File: src/rtl/match_game_ctrl_if.sv
// Card memory bus between the game sequencer (master) and the 16x5 card RAM (slave).
// The read data is combinational for mem_addr, so it is valid in the same cycle.
interface match_game_ctrl_if;
  logic [3:0] mem_addr;
  logic [4:0] mem_wdata;
  logic       mem_we;
  logic [4:0] mem_rdata;

  modport master (
    output mem_addr,
    output mem_wdata,
    output mem_we,
    input  mem_rdata
  );

  modport slave (
    input  mem_addr,
    input  mem_wdata,
    input  mem_we,
    output mem_rdata
  );
endinterface

File: src/rtl/match_game_ctrl.sv
// Two-player 4x4 card-matching sequencer: clear, deal, shuffle, flip, show, resolve, score.
// start to first WAIT1 is 77 cycles; while busy is high a flip is dropped, never queued.
module match_game_ctrl #(
  parameter int SHOW_CYCLES = 12_500_000,
  parameter int TIMER_W     = 24
) (
  input  logic              clk,
  input  logic              reset_n,
  input  logic              start,
  input  logic              flip,
  input  logic [3:0]        sel_pos,
  input  logic [3:0]        rand_val,
  match_game_ctrl_if.master mem,
  output logic [1:0]        game_state,
  output logic [3:0]        p1_score,
  output logic [3:0]        p2_score,
  output logic              busy
);

  typedef enum logic [3:0] {
    S_IDLE,
    S_CLEAR,
    S_SHUF_RI,
    S_SHUF_RJ,
    S_SHUF_WI,
    S_SHUF_WJ,
    S_WAIT1,
    S_WAIT2,
    S_SHOW,
    S_RES_A,
    S_RES_B,
    S_DONE
  } state_t;

  localparam logic [1:0] ST_HIDDEN  = 2'b00;
  localparam logic [1:0] ST_FACEUP  = 2'b01;
  localparam logic [1:0] ST_MATCHED = 2'b10;

  state_t             state;
  logic [3:0]         idx;
  logic [3:0]         jdx;
  logic [4:0]         ti;
  logic [4:0]         tj;
  logic [3:0]         first_pos;
  logic [3:0]         second_pos;
  logic [2:0]         first_face;
  logic [2:0]         second_face;
  logic               player;
  logic [3:0]         pairs_left;
  logic [TIMER_W-1:0] timer;

  logic       is_match;
  logic [1:0] res_status;
  logic       flip_ok;

  assign is_match   = (first_face == second_face);
  assign res_status = is_match ? ST_MATCHED : ST_HIDDEN;
  // Only a hidden card under the cursor can be turned; face-up and matched/unused cards are inert.
  assign flip_ok    = flip && (mem.mem_rdata[4:3] == ST_HIDDEN);

  always_comb begin
    mem.mem_addr  = sel_pos;
    mem.mem_we    = 1'b0;
    mem.mem_wdata = '0;
    case (state)
      S_CLEAR: begin
        mem.mem_addr  = idx;
        mem.mem_we    = 1'b1;
        mem.mem_wdata = {ST_HIDDEN, idx[3:1]};
      end
      S_SHUF_RI: mem.mem_addr = idx;
      S_SHUF_RJ: mem.mem_addr = jdx;
      S_SHUF_WI: begin
        mem.mem_addr  = idx;
        mem.mem_we    = 1'b1;
        mem.mem_wdata = tj;
      end
      S_SHUF_WJ: begin
        mem.mem_addr  = jdx;
        mem.mem_we    = 1'b1;
        mem.mem_wdata = ti;
      end
      S_WAIT1, S_WAIT2: begin
        mem.mem_we    = flip_ok;
        mem.mem_wdata = {ST_FACEUP, mem.mem_rdata[2:0]};
      end
      S_RES_A: begin
        mem.mem_addr  = first_pos;
        mem.mem_we    = 1'b1;
        mem.mem_wdata = {res_status, first_face};
      end
      S_RES_B: begin
        mem.mem_addr  = second_pos;
        mem.mem_we    = 1'b1;
        mem.mem_wdata = {res_status, second_face};
      end
      default: ;
    endcase
  end

  always_comb begin
    case (state)
      S_IDLE:  game_state = 2'b00;
      S_DONE:  game_state = 2'b11;
      default: game_state = player ? 2'b10 : 2'b01;
    endcase
  end

  assign busy = (state inside {S_CLEAR, S_SHUF_RI, S_SHUF_RJ, S_SHUF_WI, S_SHUF_WJ,
                               S_SHOW, S_RES_A, S_RES_B});

  always_ff @(posedge clk) begin
    if (!reset_n) begin
      state       <= S_IDLE;
      idx         <= '0;
      jdx         <= '0;
      ti          <= '0;
      tj          <= '0;
      first_pos   <= '0;
      second_pos  <= '0;
      first_face  <= '0;
      second_face <= '0;
      player      <= 1'b0;
      p1_score    <= '0;
      p2_score    <= '0;
      pairs_left  <= 4'd8;
      timer       <= '0;
    end else begin
      case (state)
        S_IDLE: begin
          if (start) begin
            state <= S_CLEAR;
            idx   <= '0;
          end
        end
        S_CLEAR: begin
          if (idx == 4'd15) begin
            state <= S_SHUF_RI;
          end else begin
            idx <= idx + 4'd1;
          end
        end
        S_SHUF_RI: begin
          ti    <= mem.mem_rdata;
          jdx   <= rand_val;
          state <= S_SHUF_RJ;
        end
        S_SHUF_RJ: begin
          tj    <= mem.mem_rdata;
          state <= S_SHUF_WI;
        end
        S_SHUF_WI: state <= S_SHUF_WJ;
        S_SHUF_WJ: begin
          if (idx == 4'd1) begin
            state <= S_WAIT1;
          end else begin
            idx   <= idx - 4'd1;
            state <= S_SHUF_RI;
          end
        end
        S_WAIT1: begin
          if (flip_ok) begin
            first_pos  <= sel_pos;
            first_face <= mem.mem_rdata[2:0];
            state      <= S_WAIT2;
          end
        end
        S_WAIT2: begin
          if (flip_ok) begin
            second_pos  <= sel_pos;
            second_face <= mem.mem_rdata[2:0];
            timer       <= TIMER_W'(SHOW_CYCLES - 1);
            state       <= S_SHOW;
          end
        end
        S_SHOW: begin
          if (timer == '0) begin
            state <= S_RES_A;
          end else begin
            timer <= timer - TIMER_W'(1);
          end
        end
        S_RES_A: state <= S_RES_B;
        S_RES_B: begin
          // A scoring player keeps the turn; a miss hands it over.
          if (is_match) begin
            if (player) begin
              p2_score <= p2_score + 4'd1;
            end else begin
              p1_score <= p1_score + 4'd1;
            end
            pairs_left <= pairs_left - 4'd1;
            state      <= (pairs_left == 4'd1) ? S_DONE : S_WAIT1;
          end else begin
            player <= ~player;
            state  <= S_WAIT1;
          end
        end
        S_DONE:  state <= S_DONE;
        default: state <= S_IDLE;
      endcase
    end
  end

endmodule

File: src/flat_wrapper.sv
// flat-port wrapper written by rule: the top's interface ports become plain ports
module match_game_ctrl_flat 
#(
  parameter int SHOW_CYCLES = 12_500_000,
  parameter int TIMER_W     = 24
)
  (clk, reset_n, start, flip, sel_pos, rand_val, game_state, p1_score, p2_score, busy, mem_mem_addr, mem_mem_wdata, mem_mem_we, mem_mem_rdata);
  match_game_ctrl_if mem_i ();
  input  logic clk;
  input  logic reset_n;
  input  logic start;
  input  logic flip;
  input  logic [3:0] sel_pos;
  input  logic [3:0] rand_val;
  output logic [1:0] game_state;
  output logic [3:0] p1_score;
  output logic [3:0] p2_score;
  output logic busy;
  output wire logic [$bits(mem_i.mem_addr)-1:0] mem_mem_addr;
  output wire logic [$bits(mem_i.mem_wdata)-1:0] mem_mem_wdata;
  output wire logic [$bits(mem_i.mem_we)-1:0] mem_mem_we;
  input wire logic [$bits(mem_i.mem_rdata)-1:0] mem_mem_rdata;
  assign mem_mem_addr = mem_i.mem_addr;
  assign mem_mem_wdata = mem_i.mem_wdata;
  assign mem_mem_we = mem_i.mem_we;
  assign mem_i.mem_rdata = mem_mem_rdata;
  match_game_ctrl #(.SHOW_CYCLES(SHOW_CYCLES), .TIMER_W(TIMER_W)) u_core (.clk(clk), .reset_n(reset_n), .start(start), .flip(flip), .sel_pos(sel_pos), .rand_val(rand_val), .mem(mem_i), .game_state(game_state), .p1_score(p1_score), .p2_score(p2_score), .busy(busy));
endmodule
File: config.mk
export PLATFORM = sky130hd
export DESIGN_NAME = match_game_ctrl_flat
export DESIGN_NICKNAME = d
export VERILOG_FILES = /design/src/rtl/match_game_ctrl_if.sv /design/src/rtl/match_game_ctrl.sv /design/src/flat_wrapper.sv
export SDC_FILE = /design/constraint.sdc
export NUM_CORES = 1
export LEC_CHECK = 0
export BUFFER_PORTS_ARGS = -buffer_cell sky130_fd_sc_hd__buf_2
export CAP_MARGIN = 20
export CORE_MARGIN = 10
export CORE_UTILIZATION = 58
export CTS_BUF_LIST = sky130_fd_sc_hd__clkbuf_4
export CTS_CLUSTER_SIZE = 24
export DETAILED_ROUTE_END_ITERATION = 6
export GPL_TIMING_DRIVEN = 0
export HOLD_SLACK_MARGIN = 0.12
export PLACE_DENSITY = 0.88
export SYNTH_ARGS = -nofsm -noshare
export SYNTH_HDL_FRONTEND = slang
export SYNTH_SLANG_ARGS = --single-unit
File: constraint.sdc
create_clock -name clk -period 2.6 [get_ports clk]
set_clock_uncertainty 0.2 [all_clocks]
set_input_delay 0.13 -clock clk [delete_from_list [all_inputs] [get_ports clk]]
set_output_delay 0.13 -clock clk [all_outputs]
set_load 0.05 [all_outputs]
-- Word-level counts from Yosys, hierarchy flattened
Index checks and enable logic that the tools add are counted.
- add/sub/neg operators: 6
- equality and inequality tests: 23
- muxes and demuxes: 22
- bitwise gates (word level): 2
- reduce and logical (&&, ||, !) cells: 20
- operator list (kind ; count):
    $mux W24 ; 2
    $pmux W24 S2 ; 1
    $pmux W4 S12 ; 1
    $mux W4 ; 10
    $pmux W5 S6 ; 1
    $logic_not A24 Y1 ; 1
    $sub A24 B1 Y24 const B ; 1
    $eq A4 B4 Y1 const B ; 5
    $eq A4 B3 Y1 const B ; 4
    $pmux W4 S4 ; 1
    $add A4 B1 Y4 const B ; 3
    $eq A4 B1 Y1 const B ; 3
    $ne A2 B2 Y1 const B ; 6
    $pmux W4 S3 ; 1
    $reduce_and A3 Y1 ; 3
    $eq A4 B2 Y1 const B ; 2
    $reduce_and A2 Y1 ; 4
    $reduce_bool A8 Y1 ; 1
    $sub A4 B1 Y4 const B ; 2
    $reduce_and A5 Y1 ; 1
    $reduce_or A5 Y1 ; 1
    $logic_not A4 Y1 ; 1
    $mux W2 ; 2
    $ne A2 B1 Y1 const B ; 2
    other kinds (12) ; 14
- register bits after elaboration: 73
- bits of input ports: 17
- output and inout bits: 21

-- Depth between registers and ports, before layout
Gate-level depths: netlist of the first run.
- word-level depth: 4
- depth in mapped cells: 9
- gate-level depth less buffers: 8

-- Least setup slack after synthesis of the first run
No wires, ideal clock.
- path type: flip-flop to output port
- start: reg u_core.state[1]
- end: out mem_mem_addr[0]
- data arrival time: 2.385 ns
- slack: -0.115 ns
- stages on the path, launching flop included: 8
- buffers on the path: 3
- cells stage by stage: dfxtp_1 buf_2 clkbuf_1 clkbuf_1 xnor2_1 nor2_1 a21oi_1 o21ai_0
- cells in the longest elaborated chain, start to end: 3
- elaborated cells on any way between the ends: 10
- those cells by class: 7 x eq/ne; 1 x mux; 2 x reduce/logical
- RTL lines (element ; RTL line ; source):
    start, declared ; match_game_ctrl.sv:39 ; state_t state;
    start signal, assigned ; match_game_ctrl.sv:193 ; state <= (pairs_left == 4'd1) ? S_DONE : S_WAIT1;
    $eq A4 B3 Y1, or another cell as far along ; match_game_ctrl.sv:65 ; case (state)
    $reduce_or A3 Y1 (no source line) / $reduce_or A2 Y1 (equally long branches) ; n/a ;
    $pmux W4 S4 (*) ; match_game_ctrl.sv:65 ;
    end, declared ; flat_wrapper.sv:19 ; output wire logic [$bits(mem_i.mem_addr)-1:0] mem_mem_addr;
Every way passes the cells marked *; elsewhere a longest branch is shown, timed or not.

-- Worst setup path after layout of the first run
- start: reg u_core.state[1]
- end: out mem_mem_addr[3]
The elaborated chain is that of the path after synthesis.

==> results of run 1 <==
[final cells by class]
| cell class | instances | area, um2 |
|---|---|---|
| Multi-Input combinational cell | 362 | 2310 |
| Buffer | 24 | 154 |
| Clock inverter | 7 | 61.3 |
| Inverter | 12 | 48.8 |
| Tap cell | 77 | 96.3 |
| Timing Repair Buffer | 64 | 440 |
| Sequential cell | 73 | 1480 |
| Clock buffer | 9 | 67.6 |
| Fill cell | 505 | 1730 |
[how the worst max path moves through the flow]
stage                            startpoint          endpoint  slack, ns  cells past startpoint
5_1_grt        u_core.state[1]$_SDFFE_PN0P_   mem_mem_addr[3]      -0.16                      7
3_5_place_dp   u_core.state[3]$_SDFFE_PN0P_   mem_mem_addr[3]      -0.31                      7
6_report       u_core.state[1]$_SDFFE_PN0P_   mem_mem_addr[3]      -0.05                      7
4_1_cts        u_core.state[2]$_SDFFE_PN0P_   mem_mem_addr[3]      -0.05                      6
2_1_floorplan  u_core.state[0]$_SDFFE_PN0P_  mem_mem_wdata[4]        0.1                      4
3_3_place_gp   u_core.state[3]$_SDFFE_PN0P_   mem_mem_addr[3]      -0.30                      7
[sequential cells by signal (all words and copies together), names as in the netlist]
register,cells
u_core.state,4
u_core.ti,5
u_core.jdx,4
u_core.timer,24
u_core.second_face,3
u_core.first_face,3
u_core.first_pos,4
u_core.player,1
u_core.p2_score,4
u_core.second_pos,4
u_core.pairs_left,4
u_core.tj,5
u_core.p1_score,4
u_core.idx,4
[power by group]
part | switching (W) | leakage, nW | internal [W]
Sequential | 0.0000279 | 0.593 | 0.00114
Combinational | 0.000374 | 1.17 | 0.000193
Clock | 0.000409 | 0.0644 | 0.000282
[layout by cell type, fill, tap and decap left out, types with 3 or more instances in the layout]
cell type	count
a211oi_1	4
a21oi_1	49
a222oi_1	4
a22oi_1	3
a32oi_1	3
and3_1	5
buf_2	38
buf_4	13
buf_6	3
buf_8	4
clkbuf_1	10
clkbuf_4	10
clkinv_1	3
clkinvlp_4	3
dfxtp_1	67
dfxtp_4	5
dlygate4sd3_1	15
ha_1	9
inv_1	10
mux2i_1	20
nand2_1	51
nand2b_1	3
nand3_1	15
nand3b_1	3
nand4_1	4
nor2_1	61
nor3_1	12
nor3_2	3
o21ai_0	13
o21ai_1	8
o31ai_1	4
or3_1	5
or4_1	3
xnor2_1	8
xor2_1	24
[cells by family after synthesis]
family                   synth area share
multiplexers                       0.0522
adder cells (fa/ha/maj)            0.0294
AND/OR/NAND/NOR                     0.231
AO/OA/AOI/OAI                       0.192
XOR/XNOR                           0.0731
buffers and inverters              0.0418
flip-flops                          0.381
[repair_timing]
action,4_1_cts,5_1_grt
endpoints found under the setup margin,12,26
hold buffers,15,0
buffers inserted,4,7
gates resized for setup,31,38
endpoints found under the hold margin,45,0
pin swaps,2,5
[metrics by stage]
| step | instance area, um2 | setup TNS (ns) | utilization | total power [W] |
|---|---|---|---|---|
| 5_1_grt | 4660 | -0.215 | 0.730 | 0.00252 |
| 4_1_cts | 4500 | -0.0469 | 0.705 | 0.00238 |
| 2_1_floorplan | 3830 | 0 | - | 0.00152 |
| 6_report | 4660 | -0.0512 | 0.730 | 0.00243 |
| 3_5_place_dp | 4120 | -1.38 | 0.645 | 0.00166 |
| 3_3_place_gp | 4120 | -1.44 | 0.645 | 0.00165 |
[worst register-to-register path: stages (launching register included)]
cell and delay [ns]:
dfxtp_4 0.42, inv_1 0.09, ha_1 0.18, or3b_2 0.19, nand2_1 0.07, a211oi_2 0.30
o21ai_2 0.17, or4b_2 0.67, a21oi_1 0.14
[metal layers]
| metal | part of all wire | up-vias |
|---|---|---|
| li1 | - | 1835 |
| met5 | 0 | - |
| met2 | 0.47 | 162 |
| met3 | 0.079 | 29 |
| met1 | 0.43 | 1823 |
| met4 | 0.020 | 0 |
==> impl_metrics.ini, run 1 <==
[run_status]
outcome = complete, but fails checks
violations = setup timing

[worst_setup_path]
cp_top_family = compound AO/OA/AOI/OAI gates
r2r-end = u_core.idx[0]$_SDFFE_PN0P_
crit_slowest_cell = a222oi_1
cp.arrival_ns = 2.32
worstPathCellList = buf_8, o21ai_2, o211ai_1, buf_4, a222oi_1, o21ai_1, buf_6
startpoint_type = register
critPathCaptureType = output port
cp.required_ns = 2.27
worst-path-max-fanout = 7
reg2reg_depth = 8
crit_type = register to output port
rrSetupSlack_ns = 0.11
path_buf_inv = 3
r2r-start = u_core.idx[1]$_SDFFE_PN0P_
critPathMaxStageDelay_ns = 0.58

[place]
hpwl_um = 7870
dp_slack_ns = -0.313
dp.cells = 588
portBuffers = 37
place_congestion = 0.971

[run]
cap_violations = 0

[timing]
period_needed_ns = 2.65
worstMarginPinSlew_ns = 0.646
setup_viol = 1
grt_setup_unrepaired = yes
final.period_utilization = 1.02
slew_viol_final = 0
hold_viol = 0
slew_headroom = 0.570
fmax_mhz = 377
fin_ws_ns = -0.0512
whs_ns = 0.164

[die]
initial_core_util = 0.601
rows = 29
die_h_um = 101
dieArea_mm2 = 0.0103
die_x_um = 101
io_pins = 38
core_area_mm2 = 0.00639

[routing]
drc = 0
wl_per_cell_um = 17.4
routed_wl_um = 10900
drt_iter0_drc = 423
detail-route-antenna-nets = 0
vias = 3849
dr.pass1.iters = 5
via_per_inst = 6.13

[grt]
grt_pass1_vias = 3585
use_met2 = 0.338
gr-usage-met3 = 0.0565
met1_usage = 0.264
grt_max_degree = 13
grt_pass1_wl_um = 17500
gr-usage-all-layers = 0.209
grt_overflow_total = 0
top_usage_layer = met2
antenna_found_initial = 0

[worst_hold_path]
hold_path_class = input port to register
hp-start = flip
holdPathStages = 4
whs_endpoint = u_core.state[2]$_SDFFE_PN0P_

[logic_synthesis]
synth_cells = 474
synth.distinct_cells = 60
synth_seq_cells = 73
synthArstFlopShare = 0
synthesis.area_mm2 = 0.00383
synth-seq-area-share = 0.381
ys.flop_type = dfxtp_1
synth_edf_count = 0
syn_area_per_cell_um2 = 8.09
ys_top_cells_by_count = 73 x dfxtp_1, 61 x nor2_1, 52 x nand2_1
netlist_top_cells_area = dfxtp_1 38%, a21oi_1 6.4%, nor2_1 6.0%, xor2_1 5.5%, mux2i_1 5.2%
syn_nets = 500
yosys.area.top_type = dfxtp_1
yosysWarnings = 0
yosysMostFrequentCell = dfxtp_1
synth_top_area_share = 0.381

[clock_network]
insertion_delay_ns = 0.42
tritoncts = yes
clock-sinks = 73
clock-root-buffer = clkbuf_4
cts_buffer_depth = 2
numCtsBuffers = 9
htreeDepth = 3
clk_pin_slew_worst_paths_ns = 0.13

[pwr]
power.leakage_nw = 1.82
peakVddDrop_mv = 0.371
powerDensity_mw_per_mm2 = 521

[finish]
fin_cells = 628
diodes = 0
syn2layout_area_growth_pct = 21.5
num-nets-final = 572
drive_gt1_frac = 0.194
Power figures use the tool's default switching activity.
==> run 2: changes to the inputs <==
- clock period: 2.6 -> 3.3 ns (I/O delays scaled with it)
==> impl_metrics.ini, run 2 (synthesis results as in run 1) <==
[die]
rows = 29
die_x_um = 101
initial_core_util = 0.601
die_h_um = 101
dieArea_mm2 = 0.0103
core_area_mm2 = 0.00639
io_pins = 38

[routing]
detail-route-antenna-nets = 0
routed_wl_um = 11100
drt_iter0_drc = 363
wl_per_cell_um = 17.9
via_per_inst = 6.20
drc = 0
vias = 3846
dr.pass1.iters = 5

[finish]
final_cell_mix = 73 x dfxtp_1, 61 x nor2_1, 52 x nand2_1, 49 x a21oi_1, 42 x buf_2
reg.largest.list = u_core.timer x24, u_core.ti x5, u_core.tj x5
num-nets-final = 565
largest_register = u_core.timer
largest_reg_flops = 24
syn2layout_area_growth_pct = 15.9
post-route-util = 0.696
final_common_cell = dfxtp_1
diodes = 0
drive_gt1_frac = 0.131

[pwr]
finalPower_w = 0.00194
peakVddDrop_mv = 0.338
powerDensity_mw_per_mm2 = 436
power.leakage_nw = 1.72

[timing]
final.period_utilization = 0.951
worstMarginPinSlew_ns = 0.997
tns_ns = 0
grt_setup_unrepaired = no
hold_viol = 0
slew_headroom = 0.330
setup_viol = 0
fmax_mhz = 319
slew_viol_final = 0
period_needed_ns = 3.14

[clock_network]
htreeDepth = 3
clk_pin_slew_worst_paths_ns = 0.13
clock-sinks = 73
tritoncts = yes
insertion_delay_ns = 0.43
cts_buffer_depth = 2
clock-root-buffer = clkbuf_4
numCtsBuffers = 9

[place]
hpwl_um = 7800
place_congestion = 0.969
portBuffers = 37

[worst_setup_path]
startpoint_type = register
cp.arrival_ns = 2.77
critPathCaptureType = output port
crit_type = register to output port
cp.required_ns = 2.93
worst-path-max-fanout = 10

[grt]
grt_overflow_total = 0
antenna_found_initial = 0
grt_pass1_wl_um = 18200
gr-usage-all-layers = 0.218
grt_max_degree = 12
grt_pass1_vias = 3698

[run_status]
outcome = finished, final reports clean

[worst_hold_path]
hold_path_class = input port to register

[run]
cap_violations = 0
-- run 2: per-stage QoR --
step                hold slack (ns)  cell area [um2]  worst slack (ns)  cells
global route                  0.251             4440            0.0298    620
global placement              0.211             4120             0.404    588
detailed placement            0.218             4120             0.371    588
CTS                           0.199             4420             0.125    618
floorplan                    0.0412             3830             0.550    474
finish                        0.233             4440             0.162    620
-- run 2: final timing paths --
path                                              startpoint                      endpoint  slack [ns]  cells after the start
worst max-delay path            u_core.state[2]$_SDFFE_PN0P_               mem_mem_addr[0]        0.16                      7
worst min-delay path                                    flip  u_core.state[2]$_SDFFE_PN0P_        0.23                      4
worst max register to register    u_core.idx[1]$_SDFFE_PN0P_    u_core.idx[0]$_SDFFE_PN0P_        0.43                      8
worst min register to register     u_core.ti[1]$_SDFFE_PN0P_     u_core.ti[1]$_SDFFE_PN0P_        0.27                      2
-- run 2: area by class of cell --
cell class | instances | area, um2
multi-input combinational | 362 | 2230
fill | 539 | 1940
sequential | 73 | 1460
timing repair buffer | 54 | 350
buffer | 27 | 116
tap | 77 | 96.3
clock buffer | 10 | 75.1
clock inverter | 5 | 71.3
inverter | 12 | 45.0
-- run 2: timing repair --
item / 4_1_cts / 5_1_grt
pin swaps: 0 / 1
setup buffers: 0 / 1
hold buffers: 15 / 0
resized for setup: 1 / 4
setup endpoints to repair: 4 / 5
endpoints found under the hold margin: 43 / 0
-- run 2: critical path, cell delays in order (launching register included) --
cell and delay, ns:
dfxtp_1 0.48, clkbuf_1 0.42, or3_1 0.19, o211ai_1 0.09, buf_4 0.18, a222oi_1 0.51
o21ai_0 0.21, buf_2 0.26
-- run 2: where the power goes --
group          internal (W)  total, W  switching (W)
Combinational      0.000123  0.000409       0.000285
Sequential         0.000898  0.000914      0.0000156
Clock              0.000305  0.000615       0.000310
Total               0.00133   0.00194       0.000611
-- run 2: per-layer routing --
layer / share of wire / track usage / vias up
met5: 0 / 0 / -
met4: 0.029 / 0.0943 / 0
met3: 0.097 / 0.0402 / 32
met2: 0.47 / 0.355 / 216
met1: 0.41 / 0.276 / 1774
li1: - / - / 1824
